### config.mk
export PLATFORM = sky130hd
export DESIGN_NAME = cr_sysio_mtime_flat
export DESIGN_NICKNAME = d
export VERILOG_FILES = /design/src/rtl/cr_sysio_mtime_pkg.sv /design/src/rtl/cr_sysio_mtime_if.sv /design/src/rtl/cr_sysio_mtime_prescaler.sv /design/src/rtl/cr_sysio_mtime.sv /design/src/flat_wrapper.sv
export SDC_FILE = /design/constraint.sdc
export NUM_CORES = 1
export LEC_CHECK = 0
export CAP_MARGIN = 20
export CORE_ASPECT_RATIO = 1.75
export CORE_MARGIN = 2
export CORE_UTILIZATION = 55
export CTS_CLUSTER_SIZE = 28
export DETAILED_ROUTE_END_ITERATION = 12
export PLACE_DENSITY = 0.87
export RECOVER_POWER = 50
export SETUP_SLACK_MARGIN = 0.02
export SLEW_MARGIN = 5
export SYNTH_ARGS = -nofsm -noshare
export SYNTH_HDL_FRONTEND = slang
export SYNTH_SLANG_ARGS = --single-unit
### constraint.sdc
create_clock -name clint_clk -period 4.6 [get_ports clint_clk]
set_input_delay 0.46 -clock clint_clk [delete_from_list [all_inputs] [get_ports clint_clk]]
set_output_delay 0.46 -clock clint_clk [all_outputs]
set_load 0.05 [all_outputs]
### src/rtl/cr_sysio_mtime_pkg.sv
// Shared constants and helpers for the SYSIO machine timer.
//   MTIME_W        : width of the machine timer (64)
//   HALF_W         : bus access width, one half of mtime (32)
//   PRESCALE_W_DEF : default prescaler width
//   wr_tgt_e       : decoded target of a bus write
//   wr_decode()    : maps write strobe + selects to a write target; lo wins
//                    when both selects are set
package cr_sysio_mtime_pkg;

  localparam int unsigned MTIME_W        = 64;
  localparam int unsigned HALF_W         = 32;
  localparam int unsigned PRESCALE_W_DEF = 8;

  typedef enum logic [1:0] {
    WR_NONE = 2'd0,
    WR_LO   = 2'd1,
    WR_HI   = 2'd2
  } wr_tgt_e;

  function automatic wr_tgt_e wr_decode(input logic vld, input logic lo_sel,
                                        input logic hi_sel);
    wr_tgt_e t;
    t = WR_NONE;
    if (vld && lo_sel)      t = WR_LO;
    else if (vld && hi_sel) t = WR_HI;
    return t;
  endfunction

endpackage

### src/rtl/cr_sysio_mtime_if.sv
// Bus-side access port of the machine timer.
//   busif_mtime_write_vld : single-cycle write strobe
//   busif_mtime_lo_sel    : access targets MTIME[31:0]
//   busif_mtime_hi_sel    : write targets MTIME[63:32]
//   busif_mtime_read_vld  : read strobe (with lo_sel captures the hi shadow)
//   busif_mtime_wdata     : write data
// master = bus interface unit, slave = timer.
interface cr_sysio_mtime_if;
  import cr_sysio_mtime_pkg::*;

  logic              busif_mtime_write_vld;
  logic              busif_mtime_lo_sel;
  logic              busif_mtime_hi_sel;
  logic              busif_mtime_read_vld;
  logic [HALF_W-1:0] busif_mtime_wdata;

  modport master (
    output busif_mtime_write_vld, busif_mtime_lo_sel, busif_mtime_hi_sel,
           busif_mtime_read_vld, busif_mtime_wdata
  );

  modport slave (
    input busif_mtime_write_vld, busif_mtime_lo_sel, busif_mtime_hi_sel,
          busif_mtime_read_vld, busif_mtime_wdata
  );
endinterface

### src/rtl/cr_sysio_mtime_prescaler.sv
// Tick prescaler: one raw tick every div+1 active cycles.
//   clk_i, rst_ni : clock, async active-low reset
//   en_i          : enable; low clears the counter
//   halt_i        : freeze counter without clearing
//   div_i         : divider value
//   raw_tick_o    : combinational raw tick for the current cycle
module cr_sysio_mtime_prescaler #(
  parameter int unsigned PRESCALE_W = 8
) (
  input  logic                  clk_i,
  input  logic                  rst_ni,
  input  logic                  en_i,
  input  logic                  halt_i,
  input  logic [PRESCALE_W-1:0] div_i,
  output logic                  raw_tick_o
);

  logic [PRESCALE_W-1:0] pcnt_q, pcnt_d;

  // >= so that lowering div below the running count ticks at once
  assign raw_tick_o = en_i & ~halt_i & (pcnt_q >= div_i);

  always_comb begin
    pcnt_d = pcnt_q;
    if (!en_i)           pcnt_d = '0;
    else if (!halt_i)    pcnt_d = raw_tick_o ? '0 : pcnt_q + PRESCALE_W'(1);
  end

  always_ff @(posedge clk_i or negedge rst_ni) begin
    if (!rst_ni) pcnt_q <= '0;
    else         pcnt_q <= pcnt_d;
  end

endmodule

### src/rtl/cr_sysio_mtime.sv
// Free-running 64-bit machine timer feeding the CLINT.
//   clint_clk, cpurst_b : clock, async active-low reset
//   sysio_mtime_en      : counting enable
//   sysio_mtime_div     : prescaler divider (tick every div+1 cycles)
//   busif               : bus write/read port (cr_sysio_mtime_if.slave)
//   sysio_mtime_halt    : debug freeze, only with CR_SYSIO_MTIME_HALT_EN
//   sysio_clint_mtime   : registered timer value
//   mtime_hi_shadow     : MTIME[63:32] captured on a lo read
//   mtime_tick          : registered pulse when mtime incremented
// Define CR_SYSIO_MTIME_HALT_EN to add the halt port.
module cr_sysio_mtime
  import cr_sysio_mtime_pkg::*;
#(
  parameter int unsigned PRESCALE_W = PRESCALE_W_DEF
) (
  input  logic                  clint_clk,
  input  logic                  cpurst_b,
  input  logic                  sysio_mtime_en,
  input  logic [PRESCALE_W-1:0] sysio_mtime_div,
  cr_sysio_mtime_if.slave       busif,
`ifdef CR_SYSIO_MTIME_HALT_EN
  input  logic                  sysio_mtime_halt,
`endif
  output logic [MTIME_W-1:0]    sysio_clint_mtime,
  output logic [HALF_W-1:0]     mtime_hi_shadow,
  output logic                  mtime_tick
);

  logic               halt;
  logic               raw_tick;
  logic               tick_apply;
  wr_tgt_e            wr_tgt;
  logic [MTIME_W-1:0] mtime_q, mtime_d;
  logic [HALF_W-1:0]  shadow_q, shadow_d;
  logic               tick_q;

`ifdef CR_SYSIO_MTIME_HALT_EN
  assign halt = sysio_mtime_halt;
`else
  assign halt = 1'b0;
`endif

  cr_sysio_mtime_prescaler #(
    .PRESCALE_W (PRESCALE_W)
  ) u_prescaler (
    .clk_i      (clint_clk),
    .rst_ni     (cpurst_b),
    .en_i       (sysio_mtime_en),
    .halt_i     (halt),
    .div_i      (sysio_mtime_div),
    .raw_tick_o (raw_tick)
  );

  assign wr_tgt = wr_decode(busif.busif_mtime_write_vld, busif.busif_mtime_lo_sel,
                            busif.busif_mtime_hi_sel);

  // A bus write to either half swallows a coincident tick
  assign tick_apply = raw_tick & (wr_tgt == WR_NONE);

  always_comb begin
    mtime_d = mtime_q;
    case (wr_tgt)
      WR_LO:   mtime_d = {mtime_q[MTIME_W-1:HALF_W], busif.busif_mtime_wdata};
      WR_HI:   mtime_d = {busif.busif_mtime_wdata, mtime_q[HALF_W-1:0]};
      default: if (tick_apply) mtime_d = mtime_q + MTIME_W'(1);
    endcase
  end

  // Shadow takes the pre-update hi half, matching the lo value on the bus
  always_comb begin
    shadow_d = shadow_q;
    if (busif.busif_mtime_read_vld && busif.busif_mtime_lo_sel)
      shadow_d = mtime_q[MTIME_W-1:HALF_W];
  end

  always_ff @(posedge clint_clk or negedge cpurst_b) begin
    if (!cpurst_b) begin
      mtime_q  <= '0;
      shadow_q <= '0;
      tick_q   <= 1'b0;
    end else begin
      mtime_q  <= mtime_d;
      shadow_q <= shadow_d;
      tick_q   <= tick_apply;
    end
  end

  assign sysio_clint_mtime = mtime_q;
  assign mtime_hi_shadow   = shadow_q;
  assign mtime_tick        = tick_q;

endmodule

### src/flat_wrapper.sv
// flat-port wrapper written by rule: the top's interface ports become plain ports
module cr_sysio_mtime_flat import cr_sysio_mtime_pkg::*;
#(
  parameter int unsigned PRESCALE_W = PRESCALE_W_DEF
)
  (clint_clk, cpurst_b, sysio_mtime_en, sysio_mtime_div, sysio_clint_mtime, mtime_hi_shadow, mtime_tick, busif_busif_mtime_write_vld, busif_busif_mtime_lo_sel, busif_busif_mtime_hi_sel, busif_busif_mtime_read_vld, busif_busif_mtime_wdata);
  cr_sysio_mtime_if busif_i ();
  input  logic clint_clk;
  input  logic cpurst_b;
  input  logic sysio_mtime_en;
  input  logic [PRESCALE_W-1:0] sysio_mtime_div;
  output logic [MTIME_W-1:0] sysio_clint_mtime;
  output logic [HALF_W-1:0] mtime_hi_shadow;
  output logic mtime_tick;
  input wire logic [$bits(busif_i.busif_mtime_write_vld)-1:0] busif_busif_mtime_write_vld;
  input wire logic [$bits(busif_i.busif_mtime_lo_sel)-1:0] busif_busif_mtime_lo_sel;
  input wire logic [$bits(busif_i.busif_mtime_hi_sel)-1:0] busif_busif_mtime_hi_sel;
  input wire logic [$bits(busif_i.busif_mtime_read_vld)-1:0] busif_busif_mtime_read_vld;
  input wire logic [$bits(busif_i.busif_mtime_wdata)-1:0] busif_busif_mtime_wdata;
  assign busif_i.busif_mtime_write_vld = busif_busif_mtime_write_vld;
  assign busif_i.busif_mtime_lo_sel = busif_busif_mtime_lo_sel;
  assign busif_i.busif_mtime_hi_sel = busif_busif_mtime_hi_sel;
  assign busif_i.busif_mtime_read_vld = busif_busif_mtime_read_vld;
  assign busif_i.busif_mtime_wdata = busif_busif_mtime_wdata;
  cr_sysio_mtime #(.PRESCALE_W(PRESCALE_W)) u_core (.clint_clk(clint_clk), .cpurst_b(cpurst_b), .sysio_mtime_en(sysio_mtime_en), .sysio_mtime_div(sysio_mtime_div), .busif(busif_i), .sysio_clint_mtime(sysio_clint_mtime), .mtime_hi_shadow(mtime_hi_shadow), .mtime_tick(mtime_tick));
endmodule
* Word-level counts from Yosys, hierarchy flattened
Index checks and enable logic that the tools add are counted.
** Word-level totals
- Register bits after elaboration :: 105
- Input port bits :: 47
** Cells by class
- Add/sub/neg operators :: 2
- $lt $le $gt $ge :: 1
- Eq/ne operators :: 2
- Mux-type cells :: 6
- Bitwise logic cells :: 4
- Reduce and logical (&&, ||, !) cells :: 8
** Operators with widths (number)
- 64-bit case mux with 2 select lines :: 1
- 64-bit by 1-bit adder with 64-bit output, second input constant :: 1
- 64-bit 2-to-1 mux :: 1
- 8-bit 2-to-1 mux :: 2
- 8-bit by 1-bit adder with 8-bit output, second input constant :: 1
- 8-bit >= comparator :: 1
- 2-bit 2-to-1 mux :: 2
- 2-bit AND reduction :: 2
- 2-bit nonzero test :: 2
- 1-bit logical AND :: 3
- 1-bit bitwise AND :: 2
- 2-bit by 1-bit equality test with 1-bit output, second input constant :: 1
- 2-bit equality test, second input constant :: 1
- 2-bit logical NOT :: 1
- 1-bit NOT :: 2

* Logic depth before layout (Yosys ltp)
- Word-level depth :: 7
- Gate-level depth with buffers :: 10
- Depth with buffers taken out :: 9

* Hierarchy
From an unflattened synthesis, not the netlist that was laid out.
** Second synthesis, totals
- Cells, all modules :: 635
- Area total of the unflattened synthesis :: 5829.3 sq um
** Modules (own cells, without submodules)
- cr_sysio_mtime :: times used 1, cells each 556, area each 5121.2 sq um, sequential area each 2427.3 sq um
- cr_sysio_mtime_prescaler :: times used 1, cells each 79, area each 708.2 sq um, sequential area each 200.2 sq um

* Worst setup path before layout
OpenSTA, ideal clock, no wires.
- Path type :: register to register
- Start :: reg u_core.mtime_q[6] (netlist: u_core.sysio_clint_mtime[6])
- End :: reg u_core.mtime_q[63] (netlist: u_core.sysio_clint_mtime[63])
- Arrival :: 2.320 ns
- Data required time :: 4.474 ns
- Path slack :: 2.154 ns
- Stages on the path, launching flop included :: 9
- Period minus slack after synthesis :: 2.446 ns
- Cell sequence :: dfrtp_1 clkbuf_2 nand3_1 nor4_4 nand4bb_2 buf_6 o311ai_4 o31ai_1 a221o_1
** Between the ends
- Word-level cells in the longest chain between the ends :: 3
** RTL lines
- start: declaration :: line cr_sysio_mtime.sv:33 : logic [MTIME_W-1:0] mtime_q, mtime_d;
- start signal: assignment :: line cr_sysio_mtime.sv:82 : mtime_q <= mtime_d;
- 64-bit by 1-bit adder with 64-bit output :: line cr_sysio_mtime.sv:65 : default: if (tick_apply) mtime_d = mtime_q + MTIME_W'(1);
- 64-bit 2-to-1 mux :: line cr_sysio_mtime.sv:65
- 64-bit case mux with 2 select lines :: line cr_sysio_mtime.sv:62 : case (wr_tgt)
Every way passes these cells. The select of a mux whose other input is x is not followed.
A chain may end at the register's enable or synchronous reset.

* Final worst setup path
- Start :: in sysio_mtime_div[0]
- End :: reg u_core.mtime_q[48] (netlist: u_core.sysio_clint_mtime[48])
** Between the ends
- Word-level cells in the longest chain between the ends :: 5
** RTL lines
- start: declaration :: line flat_wrapper.sv:11 : input logic [PRESCALE_W-1:0] sysio_mtime_div;
- 8-bit >= comparator :: line cr_sysio_mtime_prescaler.sv:21 : assign raw_tick_o = en_i & ~halt_i & (pcnt_q >= div_i);
- 1-bit bitwise AND :: line cr_sysio_mtime_prescaler.sv:21
- 1-bit bitwise AND :: line cr_sysio_mtime.sv:58 : assign tick_apply = raw_tick & (wr_tgt == WR_NONE);
- 2-bit nonzero test (no source line)
- 2-bit AND reduction (no source line)
Every way passes these cells.

==> flow_metrics.env <==
export IMPL_worstSetupPathType="in2reg"
export IMPL_grt_start_max_net_pins=69
export IMPL_nNetsFinal=865
export IMPL_max_freq_mhz=317
export IMPL_clock_power_share_pct=25.0
export IMPL_p_leak_nw=3.15
export IMPL_place_congestion=1.02
export IMPL_yosys_warnings=0
export IMPL_rows=51
export IMPL_clk_latency_ns=0.36
export IMPL_syn_inst=675
export IMPL_violations="capacitance limit, slew limit"
export IMPL_drive_above_1_share_pct=9.11
export IMPL_place_hpwl_um=15700
export IMPL_h_tree_depth=3
export IMPL_crit_fanout=27
export IMPL_insertedDiodeCount=0
export IMPL_cts_resized=0
export IMPL_cts_sinks=105
export IMPL_slew_limit_headroom_pct=-44.6
export IMPL_wl_um=21300
export IMPL_ios=144
export IMPL_hold_viol_final=0
export IMPL_p_int_w=0.00189
export IMPL_hold_buffers=0
export IMPL_drt_iter0_markers=711
export IMPL_yosys_area_top_type="dfrtp_1"
export IMPL_synth_most_common_cell="dfrtp_1"
export IMPL_path_clk_slew_ns=0.07
export IMPL_peakVddDrop_mv=0.318
export IMPL_synth_cell_types=74
export IMPL_min_period_ns=3.15
export IMPL_grt_usage_pct=34.6
export IMPL_route_antenna_remaining_nets=0
export IMPL_setup_ws_ns=1.45
export IMPL_cts_root_buf="clkbuf_16"
export IMPL_ys_ff_latch=105
export IMPL_drcViolationCount=0
export IMPL_utilization_pct=72.5
export IMPL_port_buffers=143
export IMPL_power_switching_w=0.00133
export IMPL_dp_slack_ns=1.17
export IMPL_area_delta_synth_final_pct=29.1
export IMPL_cts_buffers=9
export IMPL_syn_area_um2=6230
export IMPL_antenna_found_initial=0
export IMPL_cts_tree="built"
export IMPL_ys_top_cells_by_count="dfrtp_1 (105), nand2_1 (72), nand3_1 (52)"
export IMPL_setup_tns_ns=0
export IMPL_synth_top_area_share_pct=42.2
export IMPL_pwr_share_comb_pct=36.4
export IMPL_seq_power_share_pct=38.6
export IMPL_max_clock_path_buffers=2
export IMPL_status="finished with violations"
export IMPL_grt_pass1_wl_um=32900
export IMPL_drv_cap=2
export IMPL_vias_per_cell=6.82
export IMPL_syn_nets=732
export IMPL_fp_dieH_um=145
export IMPL_post_route_period_util_pct=68.5
export IMPL_finClkSkew_ns=0.00990
export IMPL_vias=6439
export IMPL_worst_pin_slew_ns=2.17
export IMPL_critPathLaunchType="input pin"
export IMPL_ys_top_cells_by_area="dfrtp_1 (42%), mux2_2 (4.9%), nand2_1 (4.3%)"
export IMPL_postCtsSetupRepairBufs=0
export IMPL_rsz0062_at_grt="false"
export IMPL_hold_path_class="in2async"
export IMPL_grt_pass1_vias=6360
export IMPL_arrival_ns=3.42
export IMPL_start_util_pct=56.1
export IMPL_synth_avg_cell_area_um2=9.23
export IMPL_gr_total_overflow=0
export IMPL_cp_end_kind="flip-flop"
export IMPL_die_area_um2=12200
export IMPL_synthArstFlopShare_pct=100
export IMPL_p_per_area_nw_per_um2=400
export IMPL_switching_share_pct=41.3
export IMPL_yosysSeqAreaShare_pct=42.2
export IMPL_synth_edf_count=0
export IMPL_setup_viol=0
export IMPL_fp_coreArea_um2=11100
export IMPL_routedWlPerCell_um=22.6
export IMPL_required_ns=4.87
export IMPL_fp_dieW_um=84.5
export IMPL_synth_flop_cell="dfrtp_1"
export IMPL_dr_pass1_iters=5
export IMPL_final_max_slew_viol_count=77
-- power by group through the flow --
stage               clock network (W)  registers (W)  logic, W
floorplan                           0        0.00168  0.000288
global placement                    0        0.00125   0.00116
detailed placement                  0        0.00125   0.00117
CTS                          0.000813        0.00124   0.00118
global route                 0.000840        0.00126   0.00123
finish                       0.000807        0.00124   0.00117
-- metal layers --
layer  track usage (%)  share of wire [%]
met1              39.9                 36
met2              60.4                 51
met3              5.39                7.3
met4              20.6                5.6
met5                 0                  0
-- worst max-delay path, cell delays in order --
cell	delay (ns)
clkdlybuf4s50_1	0.41
ha_1	0.29
nand2b_1	0.15
a2111o_1	0.47
and3_1	0.22
nor2_2	0.50
inv_2	0.41
a31oi_1	0.31
a21boi_0	0.20
-- per-stage QoR --
step | power [W] | hold slack [ns] | instances | cell area, um^2
global placement | 0.00240 | 0.462 | 929 | 7750
floorplan | 0.00196 | 0.164 | 675 | 6230
detailed placement | 0.00243 | 0.474 | 929 | 7750
CTS | 0.00323 | 0.260 | 944 | 8050
finish | 0.00322 | 0.219 | 944 | 8050
global route | 0.00333 | 0.286 | 944 | 8050
-- layout by cell type, fill, tap and decap left out, types with 6 or more instances in the layout --
| cell | Yosys | layout |
|---|---|---|
| buf_4 | 0 | 8 |
| mux2_2 | 27 | 27 |
| nand3_1 | 52 | 52 |
| a31oi_1 | 6 | 6 |
| a22oi_1 | 9 | 9 |
| ha_1 | 10 | 10 |
| and4_1 | 9 | 9 |
| or4_1 | 6 | 6 |
| o211ai_1 | 11 | 11 |
| o21ai_0 | 44 | 44 |
| nor3_1 | 12 | 12 |
| o311ai_0 | 10 | 10 |
| clkbuf_16 | 0 | 9 |
| and2_1 | 14 | 14 |
| clkdlybuf4s50_1 | 0 | 125 |
| and3_1 | 14 | 14 |
| nor2_1 | 41 | 40 |
| nand4_1 | 26 | 26 |
| inv_1 | 29 | 29 |
| nor4_1 | 9 | 9 |
| xor2_1 | 11 | 11 |
| dfrtp_1 | 105 | 105 |
| o31ai_1 | 6 | 6 |
| nand2_1 | 72 | 72 |
| a21oi_1 | 25 | 25 |
| dlygate4sd3_1 | 0 | 17 |
-- flip-flops by register name (all words and copies together) (netlist names) --
| register | cells |
|---|---|
| u_core.mtime_tick | 1 |
| u_core.mtime_hi_shadow | 32 |
| u_core.sysio_clint_mtime | 64 |
| u_core.u_prescaler.pcnt_q | 8 |
-- final timing paths --
path                                                         from                                  endpoint  slack (ns)  cells past startpoint
min in group clint_clk     u_core.mtime_hi_shadow[23]$_DFFE_PN0P_    u_core.mtime_hi_shadow[23]$_DFFE_PN0P_        0.48                      2
max                                            sysio_mtime_div[0]  u_core.sysio_clint_mtime[48]$_DFFE_PN0P_        1.45                      9
min reg2reg                u_core.mtime_hi_shadow[23]$_DFFE_PN0P_    u_core.mtime_hi_shadow[23]$_DFFE_PN0P_        0.48                      2
min                                                      cpurst_b     u_core.mtime_hi_shadow[4]$_DFFE_PN0P_        0.22                      1
max in group asynchronous                                cpurst_b  u_core.sysio_clint_mtime[25]$_DFFE_PN0P_        1.84                      2
max reg2reg                u_core.u_prescaler.pcnt_q[0]$_DFF_PN0_  u_core.sysio_clint_mtime[48]$_DFFE_PN0P_        1.50                      9
-- logic make-up after synthesis --
| logic type | after synthesis | share of synthesized area, % |
|---|---|---|
| buffers and inverters | 60 | 4.14 |
| DFF | 105 | 42.2 |
| xor gates and xnor gates | 14 | 1.97 |
| adders and majority gates | 10 | 2.01 |
| muxes | 31 | 5.52 |
| AOI/OAI and AO/OA | 168 | 18.9 |
| and+or+nand+nor | 287 | 25.3 |
-- final cells by class --
| class | count | area [um^2] |
|---|---|---|
| repair buffers | 152 | 1490 |
| fillers | 862 | 3060 |
| multi-input cells | 510 | 3350 |
| flip-flops and latches | 105 | 2630 |
| clock inverters | 6 | 77.6 |
| inverters | 30 | 113 |
| clock buffers | 9 | 225 |
| well taps | 132 | 165 |
Power figures use the tool's default switching activity.
